--- config.mk ---
export PLATFORM = sky130hd
export DESIGN_NAME = opcode_sched
export DESIGN_NICKNAME = d
export VERILOG_FILES = /design/src/rtl/opcode_pkg.sv /design/src/rtl/opcode_divider.sv /design/src/rtl/opcode_sched.sv
export SDC_FILE = /design/constraint.sdc
export NUM_CORES = 1
export LEC_CHECK = 0
export CAP_MARGIN = 20
export CORE_ASPECT_RATIO = 0.6
export CORE_UTILIZATION = 40
export DETAILED_ROUTE_END_ITERATION = 8
export PLACE_DENSITY = 0.67
export SYNTH_ARGS = -nofsm -noshare
export SYNTH_HDL_FRONTEND = slang
export SYNTH_SLANG_ARGS = --single-unit
--- constraint.sdc ---
create_clock -name clk -period 14.2 [get_ports clk]
set_input_delay 1.42 -clock clk [delete_from_list [all_inputs] [get_ports clk]]
set_output_delay 1.42 -clock clk [all_outputs]
set_load 0.01 [all_outputs]
--- src/rtl/opcode_pkg.sv ---
// Shared definitions for the opcode scheduler: opcodes, FSM state encoding
// and default widths. The optional iterative divider is enabled by defining
// OPCODE_SCHED_DIV_EN.
package opcode_pkg;

    localparam int DEF_A_W = 12;
    localparam int DEF_D_W = 32;

    localparam logic [3:0] OP_ADD = 4'd0;
    localparam logic [3:0] OP_SUB = 4'd1;
    localparam logic [3:0] OP_MUL = 4'd2;
    localparam logic [3:0] OP_DIV = 4'd3;
    localparam logic [3:0] OP_MOD = 4'd4;

    typedef logic [1:0] state_t;

    localparam state_t ST_IDLE = 2'd0;
    localparam state_t ST_DIV  = 2'd1;
    localparam state_t ST_RESP = 2'd2;

    function automatic logic is_div_op(input logic [3:0] op);
        return (op == OP_DIV) || (op == OP_MOD);
    endfunction

endpackage

--- src/rtl/opcode_divider.sv ---
// Unsigned restoring shift-subtract divider, one quotient bit per clock.
// start loads the operands; busy covers the A_W iterations; done is high in
// the cycle whose closing edge performs the last step, so the caller can
// leave its wait state on that same edge. Results hold until the next start.
// Only instantiated when OPCODE_SCHED_DIV_EN is defined.
module opcode_divider
    import opcode_pkg::*;
#(
    parameter int A_W = DEF_A_W
) (
    input  logic           clk,
    input  logic           rst,
    input  logic           start,
    input  logic [A_W-1:0] dividend,
    input  logic [A_W-1:0] divisor,
    output logic           busy,
    output logic           done,
    output logic [A_W-1:0] quotient,
    output logic [A_W-1:0] remainder
);

    localparam int CW = $clog2(A_W + 1);

    logic [CW-1:0]  cnt;
    logic [A_W-1:0] dvs;
    logic [A_W:0]   trial;
    logic           fits;
    logic [A_W-1:0] rem_next;

    // One restoring step: shift the next dividend bit into the partial
    // remainder and keep the subtraction only if it does not underflow.
    always_comb begin
        trial    = {remainder, quotient[A_W-1]};
        fits     = (trial >= {1'b0, dvs});
        rem_next = fits ? A_W'(trial - {1'b0, dvs}) : trial[A_W-1:0];
    end

    assign done = busy && (cnt == CW'(1));

    // Iteration counter and busy flag; reset aborts a division in flight.
    always_ff @(posedge clk or posedge rst) begin
        if (rst) begin
            busy <= 1'b0;
            cnt  <= '0;
        end else if (start) begin
            busy <= 1'b1;
            cnt  <= CW'(A_W);
        end else if (busy) begin
            busy <= (cnt != CW'(1));
            cnt  <= cnt - CW'(1);
        end
    end

    // Datapath: quotient shifts in from the bottom as the dividend shifts out the top.
    always_ff @(posedge clk) begin
        if (start) begin
            quotient  <= dividend;
            remainder <= '0;
            dvs       <= divisor;
        end else if (busy) begin
            quotient  <= {quotient[A_W-2:0], fits};
            remainder <= rem_next;
        end
    end

endmodule

--- src/rtl/opcode_sched.sv ---
// Two-port round-robin scheduler in front of a shared opcode ALU.
// Add/sub/mul/other ops complete at the accept edge; div/mod run on the
// iterative divider when OPCODE_SCHED_DIV_EN is defined, otherwise they are
// reported as unsupported (rsp_d = opcode, rsp_err = 1) with 1-cycle latency.
// The result is held on a valid/ready response port until consumed.
module opcode_sched
    import opcode_pkg::*;
#(
    parameter int A_W = DEF_A_W,
    parameter int D_W = DEF_D_W
) (
    input  logic             clk,
    input  logic             rst,
    input  logic [1:0]       req_valid,
    output logic [1:0]       req_ready,
    input  logic [7:0]       req_op,
    input  logic [2*A_W-1:0] req_a,
    input  logic [2*A_W-1:0] req_b,
    output logic             rsp_valid,
    input  logic             rsp_ready,
    output logic             rsp_id,
    output logic [D_W-1:0]   rsp_d,
    output logic             rsp_err,
    output logic             busy
);

    state_t         state;
    logic           last;
    logic           grant;
    logic           accept;
    logic [3:0]     sel_op;
    logic [A_W-1:0] sel_a;
    logic [A_W-1:0] sel_b;
    logic           rsp_id_r;
    logic           rsp_err_r;
    logic [D_W-1:0] rsp_d_r;

    // Single-cycle ALU; returns {err, result}. Div/mod land here only when
    // the divider is not built, and are then flagged as unsupported.
    function automatic logic [D_W:0] alu(input logic [3:0] op,
                                         input logic [A_W-1:0] a,
                                         input logic [A_W-1:0] b);
        logic [D_W-1:0] ax;
        logic [D_W-1:0] bx;
        ax = D_W'(a);
        bx = D_W'(b);
        if (is_div_op(op))
            return {1'b1, D_W'(op)};
        case (op)
            OP_ADD:  return {1'b0, ax + bx};
            OP_SUB:  return {1'b0, ax - bx};
            OP_MUL:  return {1'b0, ax * bx};
            default: return {1'b0, D_W'(op)};
        endcase
    endfunction

    // Round-robin grant and request mux; ready depends only on req_valid and registered state.
    always_comb begin
        grant     = (req_valid == 2'b11) ? ~last : req_valid[1];
        sel_op    = grant ? req_op[7:4] : req_op[3:0];
        sel_a     = grant ? req_a[2*A_W-1:A_W] : req_a[A_W-1:0];
        sel_b     = grant ? req_b[2*A_W-1:A_W] : req_b[A_W-1:0];
        req_ready = 2'b00;
        if (state == ST_IDLE)
            req_ready = req_valid & (grant ? 2'b10 : 2'b01);
        accept    = |(req_valid & req_ready);
    end

`ifdef OPCODE_SCHED_DIV_EN
    logic           sel_div;
    logic           is_mod;
    logic           div_zero;
    logic           b_zero;
    logic           dv_start;
    logic           dv_busy;
    logic           dv_done;
    logic [A_W-1:0] dv_quo;
    logic [A_W-1:0] dv_rem;

    assign b_zero   = (sel_b == '0);
    assign dv_start = accept && is_div_op(sel_op) && !b_zero;

    opcode_divider #(.A_W(A_W)) u_div (
        .clk       (clk),
        .rst       (rst),
        .start     (dv_start),
        .dividend  (sel_a),
        .divisor   (sel_b),
        .busy      (dv_busy),
        .done      (dv_done),
        .quotient  (dv_quo),
        .remainder (dv_rem)
    );

    // Divider results are read straight from its held registers once it finishes.
    assign rsp_d = sel_div ? (is_mod ? D_W'(dv_rem) : D_W'(dv_quo)) : rsp_d_r;
    assign busy  = (state != ST_IDLE) | dv_busy;
`else
    assign rsp_d = rsp_d_r;
    assign busy  = (state != ST_IDLE);
`endif

    assign rsp_valid = (state == ST_RESP);
    assign rsp_id    = rsp_id_r;
    assign rsp_err   = rsp_err_r;

    // Scheduler FSM: accept in IDLE, wait on the divider in DIV, hold the result in RESP.
    always_ff @(posedge clk or posedge rst) begin
        if (rst) begin
            state     <= ST_IDLE;
            last      <= 1'b1;
            rsp_id_r  <= 1'b0;
            rsp_err_r <= 1'b0;
            rsp_d_r   <= '0;
`ifdef OPCODE_SCHED_DIV_EN
            sel_div   <= 1'b0;
            is_mod    <= 1'b0;
            div_zero  <= 1'b0;
`endif
        end else begin
            case (state)
                ST_IDLE: begin
                    if (accept) begin
                        last     <= grant;
                        rsp_id_r <= grant;
`ifdef OPCODE_SCHED_DIV_EN
                        if (is_div_op(sel_op)) begin
                            // Divide-by-zero result is known now; DIV then lasts one cycle.
                            state     <= ST_DIV;
                            is_mod    <= (sel_op == OP_MOD);
                            div_zero  <= b_zero;
                            sel_div   <= !b_zero;
                            rsp_err_r <= b_zero;
                            rsp_d_r   <= (sel_op == OP_MOD) ? D_W'(sel_a) : '1;
                        end else begin
                            state                  <= ST_RESP;
                            sel_div                <= 1'b0;
                            {rsp_err_r, rsp_d_r}   <= alu(sel_op, sel_a, sel_b);
                        end
`else
                        state                <= ST_RESP;
                        {rsp_err_r, rsp_d_r} <= alu(sel_op, sel_a, sel_b);
`endif
                    end
                end
                ST_DIV: begin
`ifdef OPCODE_SCHED_DIV_EN
                    if (div_zero || dv_done)
                        state <= ST_RESP;
`else
                    state <= ST_IDLE;
`endif
                end
                ST_RESP: begin
                    if (rsp_ready)
                        state <= ST_IDLE;
                end
                default: state <= ST_IDLE;
            endcase
        end
    end

endmodule

==> results of run 1 <==
==> area by class of cell <==
class,instances,area [sq um]
Clock inverter,2,35.0
Inverter,169,634
Timing Repair Buffer,103,1020
Multi-Input combinational cell,725,5990
Tap cell,240,300
Clock buffer,5,125
Fill cell,1849,9420
Sequential cell,29,727
==> metal layers <==
metal | vias to the layer above | wire length [um]
li1 | 3227 | -
met1 | 3344 | 11000
met2 | 349 | 9260
met3 | 23 | 2810
met4 | 2 | 240
met5 | - | 59
==> logic make-up (layout without fill, tap and decap cells) <==
logic type	count (synthesis)	in the layout	synth area share
compound gates	160	160	0.148
xor+xnor	26	26	0.0302
fa+ha+maj	188	188	0.413
buf+inv	205	279	0.111
flops	29	29	0.0963
mux	4	4	0.00597
simple gates	347	347	0.195
==> state kept, by name, indices dropped and copies added (netlist names) <==
| register | count |
|---|---|
| rsp_d | 25 |
| last | 1 |
| rsp_err | 1 |
| rsp_id | 1 |
| state | 1 |
==> placed cells by master (no fill, tap or decap), drive strengths merged, types with 9 or more instances in the layout <==
cell type      synthesis  routed
a211oi                 9       9
a21o                  15      15
a21oi                 32      32
and2                  13      13
clkdlybuf4s50          0      98
clkinv                 9      10
dfrtp                 28      28
fa                   102     102
ha                    86      86
inv                  160     160
nand2                187     187
nand3                 10      10
nor2                  91      91
nor3                  13      13
o211ai                17      17
o21ai                 30      30
xnor2                 17      17
xor2                   9       9
==> worst max-delay path by stage <==
| stage | endpoint | slack [ns] | depth (start not counted) | start |
|---|---|---|---|---|
| after global placement | rsp_d[23] | 5.99 | 22 | req_valid[0] |
| after global routing | rsp_d[23] | 5.58 | 23 | req_valid[0] |
| after detailed placement | rsp_d[23] | 5.86 | 23 | req_valid[0] |
| after floorplan | rsp_d[23] | 6.97 | 25 | req_valid[1] |
| after CTS | rsp_d[23] | 6.09 | 23 | req_valid[0] |
| final | rsp_d[23] | 6.01 | 23 | req_valid[0] |
==> worst max-delay path, cell delays in order <==
cell and delay (ns):
clkdlybuf4s50_1 0.59, a21bo_2 0.69, nand2_1 0.12, and2_1 0.27
inv_1 0.25, ha_1 0.28, inv_1 0.07, fa_1 0.45
fa_1 0.51, fa_1 0.56, inv_1 0.05, fa_1 0.47
inv_1 0.05, fa_1 0.48, inv_1 0.04, ha_1 0.35
a21oi_1 0.33, o211ai_1 0.17, o211ai_1 0.13, o21ai_0 0.18
o41ai_1 0.47, mux2i_1 0.24, o211ai_1 0.09
==> per-stage QoR <==
step / setup slack [ns] / hold slack (ns)
finish: 6.01 / 0.477
global route: 5.58 / 0.495
CTS: 6.09 / 0.479
detailed placement: 5.86 / 0.467
global placement: 5.99 / 0.467
floorplan: 6.97 / 0.469
==> impl_metrics.yaml, run 1 <==
drt:
  dr_total_vias: 6945
  dr.pass1.iters: 8
  drt-wirelength-per-cell_um: 18.4
  drt-initial-drc-count: 700
  drt_wl_total_um: 23400
  drc_errors: 14
  viasPerCell: 5.46
  postRouteAntennaNets: 0
global_routing:
  use_met1: 0.384
  gr-total-overflow: 0
  busiest_layer: "met1"
  grt_pass1_wl_um: 36400
  antenna_found_initial: 0
  grt.total_usage: 0.249
  grt_max_degree: 36
  grt_use_met2: 0.341
  first_global_vias: 6633
  grt_use_met3: 0.0731
worst_hold_path:
  holdPathEnd: "rsp_id"
  worst_hold_path.num_cells: 1
  holdCritStartpoint: "rsp_id"
  holdCritPathClass: "flop to flop"
logic_synthesis:
  netlist_top_cells_area: "fa_1 27%, ha_1 14%, nand2_1 9.3%, dfrtp_1 9.3%, inv_1 8.0%"
  yosys-top-cells-count: "187 x nand2_1, 160 x inv_1, 102 x fa_1, 91 x nor2_1, 86 x ha_1"
  yosysTopAreaCell: "fa_1"
  synth-edff-count: 0
  synthFlopType: "dfrtp_1"
  yosysWarnings: 0
  postSynthCellCount: 959
  synth_area_sq_um: 7550
  ys_seq_elements: 29
  synthMostInstantiatedCell: "nand2_1"
  syn_area_per_cell_sq_um: 7.87
  synth_nets: 1208
  ys_seq_area_frac: 0.0963
  synth_top_area_frac: 0.271
  async_flop_share: 1.00
  synth_cell_types: 80
clocking:
  cts_tree: "done"
  htree_num_levels: 2
  path_clk_slew_ns: 0.05
  cts_root_buffer: "clkbuf_16"
  post_cts_buffers: 0
  cts.sinks: 29
  numCtsBuffers: 5
  cts_resized: 0
  clock_path_buffers: 2
  clk_latency_ns: 0.28
  hold_buffers: 0
floorplanning:
  start_util: 0.413
  die_x_um: 179
  ios: 99
  core_area_sq_um: 18300
  chipHeight_um: 108
  die-area_sq_um: 19400
  num_rows: 38
outcome:
  status: "complete, but fails checks"
  violations: "DRC"
timing:
  fin_crit_ns: 8.19
  finClkSkew_ns: 0.00402
  maxSlewViolCount: 0
  slew_headroom: 0.380
  final_hold_viol_count: 0
  fmax_mhz: 122
  rsz0062_at_grt: "false"
  tightest_slew_ns: 0.928
  finalCritPeriodShare: 0.577
  setup-violations-final: 0
  finalSetupTns_ns: 0
setup_path:
  worstSetupEndpointType: "flop"
  crit_arrival_ns: 8.29
  r2r_start: "last"
  reg2reg_depth: 22
  r2r_end: "rsp_d[23]"
  worstPathMaxFanout: 35
  criticalPathCategory: "input port to flop"
  required_ns: 14.31
  crit_path_start_kind: "input port"
  r2r_slack_ns: 7.21
finish:
  final_cell_area_sq_um: 8830
  final_layout_size_suffix_gt1_frac: 0.0300
  fin_nets: 1282
  area_growth_syn_to_layout_pct: 17.1
  layoutNonFillerInstCount: 1273
  diodes: 0
  utilization: 0.484
place:
  dpl.cell_count: 1266
  gp_congestion: 0.997
  port_buffers: 98
  place_area_sq_um: 8670
  dp_hpwl_um: 19800
job:
  drv_cap: 0
Power of run 1 is not shown: default switching activity piles up to over one toggle a cycle in this logic, so the estimate is an artifact.
==> run 2, diff against run 1 <==
==> constraint.sdc (replaced) <==
create_clock -name clk -period 8.5 [get_ports clk]
set_input_delay 0.85 -clock clk [delete_from_list [all_inputs] [get_ports clk]]
set_output_delay 0.85 -clock clk [all_outputs]
set_load 0.01 [all_outputs]
==> impl_metrics.yaml, run 2 (synthesized netlist as in run 1, its figures left out) <==
clocking:
  clk_latency_ns: 0.28
  clock_path_buffers: 2
  cts_root_buffer: "clkbuf_16"
  post_cts_buffers: 0
  hold_buffers: 0
  path_clk_slew_ns: 0.05
  cts_tree: "done"
  cts_resized: 0
  numCtsBuffers: 5
  cts.sinks: 29
  htree_num_levels: 2
timing:
  slew_headroom: 0.316
  setup-violations-final: 0
  final_hold_viol_count: 0
  fmax_mhz: 135
  rsz0062_at_grt: "false"
  finalSetupTns_ns: 0
  fin_crit_ns: 7.42
  maxSlewViolCount: 0
  finClkSkew_ns: 0.00376
  finalCritPeriodShare: 0.873
  tightest_slew_ns: 1.02
global_routing:
  gr-total-overflow: 0
  antenna_found_initial: 0
  grt_pass1_wl_um: 37200
  grt.total_usage: 0.252
  grt_max_degree: 36
  first_global_vias: 6774
drt:
  drt_wl_total_um: 23000
  drc_errors: 14
  drt-initial-drc-count: 611
  dr.pass1.iters: 7
  dr_total_vias: 6892
  viasPerCell: 5.40
  drt-wirelength-per-cell_um: 18.0
  postRouteAntennaNets: 0
setup_path:
  r2r_start: "last"
  crit_arrival_ns: 7.53
  worstSetupEndpointType: "flop"
  criticalPathCategory: "input port to flop"
  required_ns: 8.61
  crit_path_start: "req_valid[0]"
  crit_path_start_kind: "input port"
  worstPathMaxFanout: 26
finish:
  diodes: 0
  fin_nets: 1285
  area_growth_syn_to_layout_pct: 17.1
  layoutNonFillerInstCount: 1277
  final_layout_size_suffix_gt1_frac: 0.0328
  layout_commonest_cell: "nand2_1"
  fillCellCount: 1825
  largest_register_ffs: 25
  final_cell_mix: "187 x nand2_1, 160 x inv_1, 102 x fa_1"
floorplanning:
  core_area_sq_um: 18300
  die-area_sq_um: 19400
  num_rows: 38
  ios: 99
  chipHeight_um: 108
  die_x_um: 179
  start_util: 0.413
outcome:
  status: "complete, but fails checks"
  violations: "DRC"
place:
  port_buffers: 98
  dp_hpwl_um: 19300
  gp_congestion: 1.01
  dpl.cell_count: 1269
job:
  drv_cap: 0
worst_hold_path:
  holdCritPathClass: "flop to flop"
  holdCritStartpoint: "rsp_d[0]"
[run 2: cell count changes in the layout (fill, tap and decap cells not counted)]
cell,delta
buf_4,+3
bufinv_16,-1
clkbuf_1,+1
clkinv_2,+1
[run 2: area by class of cell]
type / count / area (sq um) / area share
tap: 240 / 300 / 0.0340
sequential: 29 / 727 / 0.0823
inverter: 169 / 634 / 0.0718
clock buffer: 6 / 129 / 0.0146
timing repair buffer: 106 / 1040 / 0.118
multi-input combinational: 725 / 5990 / 0.678
clock inverter: 2 / 10.0 / 0.00113
[run 2: worst max-delay path, cell delays in order]
cell             delay [ns]
clkdlybuf4s50_1        0.59
a21bo_2                0.59
nand2_1                0.11
and2_1                 0.24
inv_1                  0.25
ha_1                   0.28
inv_1                  0.09
fa_1                   0.46
fa_1                   0.49
fa_1                   0.54
inv_1                  0.05
fa_1                   0.48
inv_1                  0.05
fa_1                   0.47
inv_1                  0.04
ha_1                   0.34
a21oi_1                0.32
o211ai_1               0.17
o211ai_1               0.15
o21ai_0                0.19
o41ai_1                0.45
mux2i_1                0.23
o211ai_1               0.09
[run 2: metal layers]
layer,vias up,global-route usage,part of all wire
met5,-,0,0
met4,0,0.0288,0.0070
met3,11,0.0728,0.099
met2,293,0.353,0.40
met1,3352,0.387,0.49
li1,3236,-,-
[run 2: metrics by stage]
step | utilization | hold WS, ns | instance area [sq um] | setup WS, ns
6_report | 0.484 | 0.479 | 8840 | 1.08
3_5_place_dp | 0.476 | 0.473 | 8700 | 0.831
3_3_place_gp | 0.476 | 0.466 | 8700 | 0.909
2_1_floorplan | - | 0.469 | 7550 | 1.84
4_1_cts | 0.484 | 0.483 | 8840 | 1.09
5_1_grt | 0.484 | 0.494 | 8840 | 0.684
[run 2: final timing paths]
kind                             end  slack (ns)  cells past startpoint
setup / recovery           rsp_d[23]        1.08                     23
hold / removal              rsp_d[0]        0.48                      2
setup reg to reg           rsp_d[23]        1.71                     22
hold reg to reg             rsp_d[0]        0.48                      2
max in group asynchronous       last        7.23                      3
min in group asynchronous  rsp_d[30]        0.95                      3
Power of run 2 is left out for the same reason.
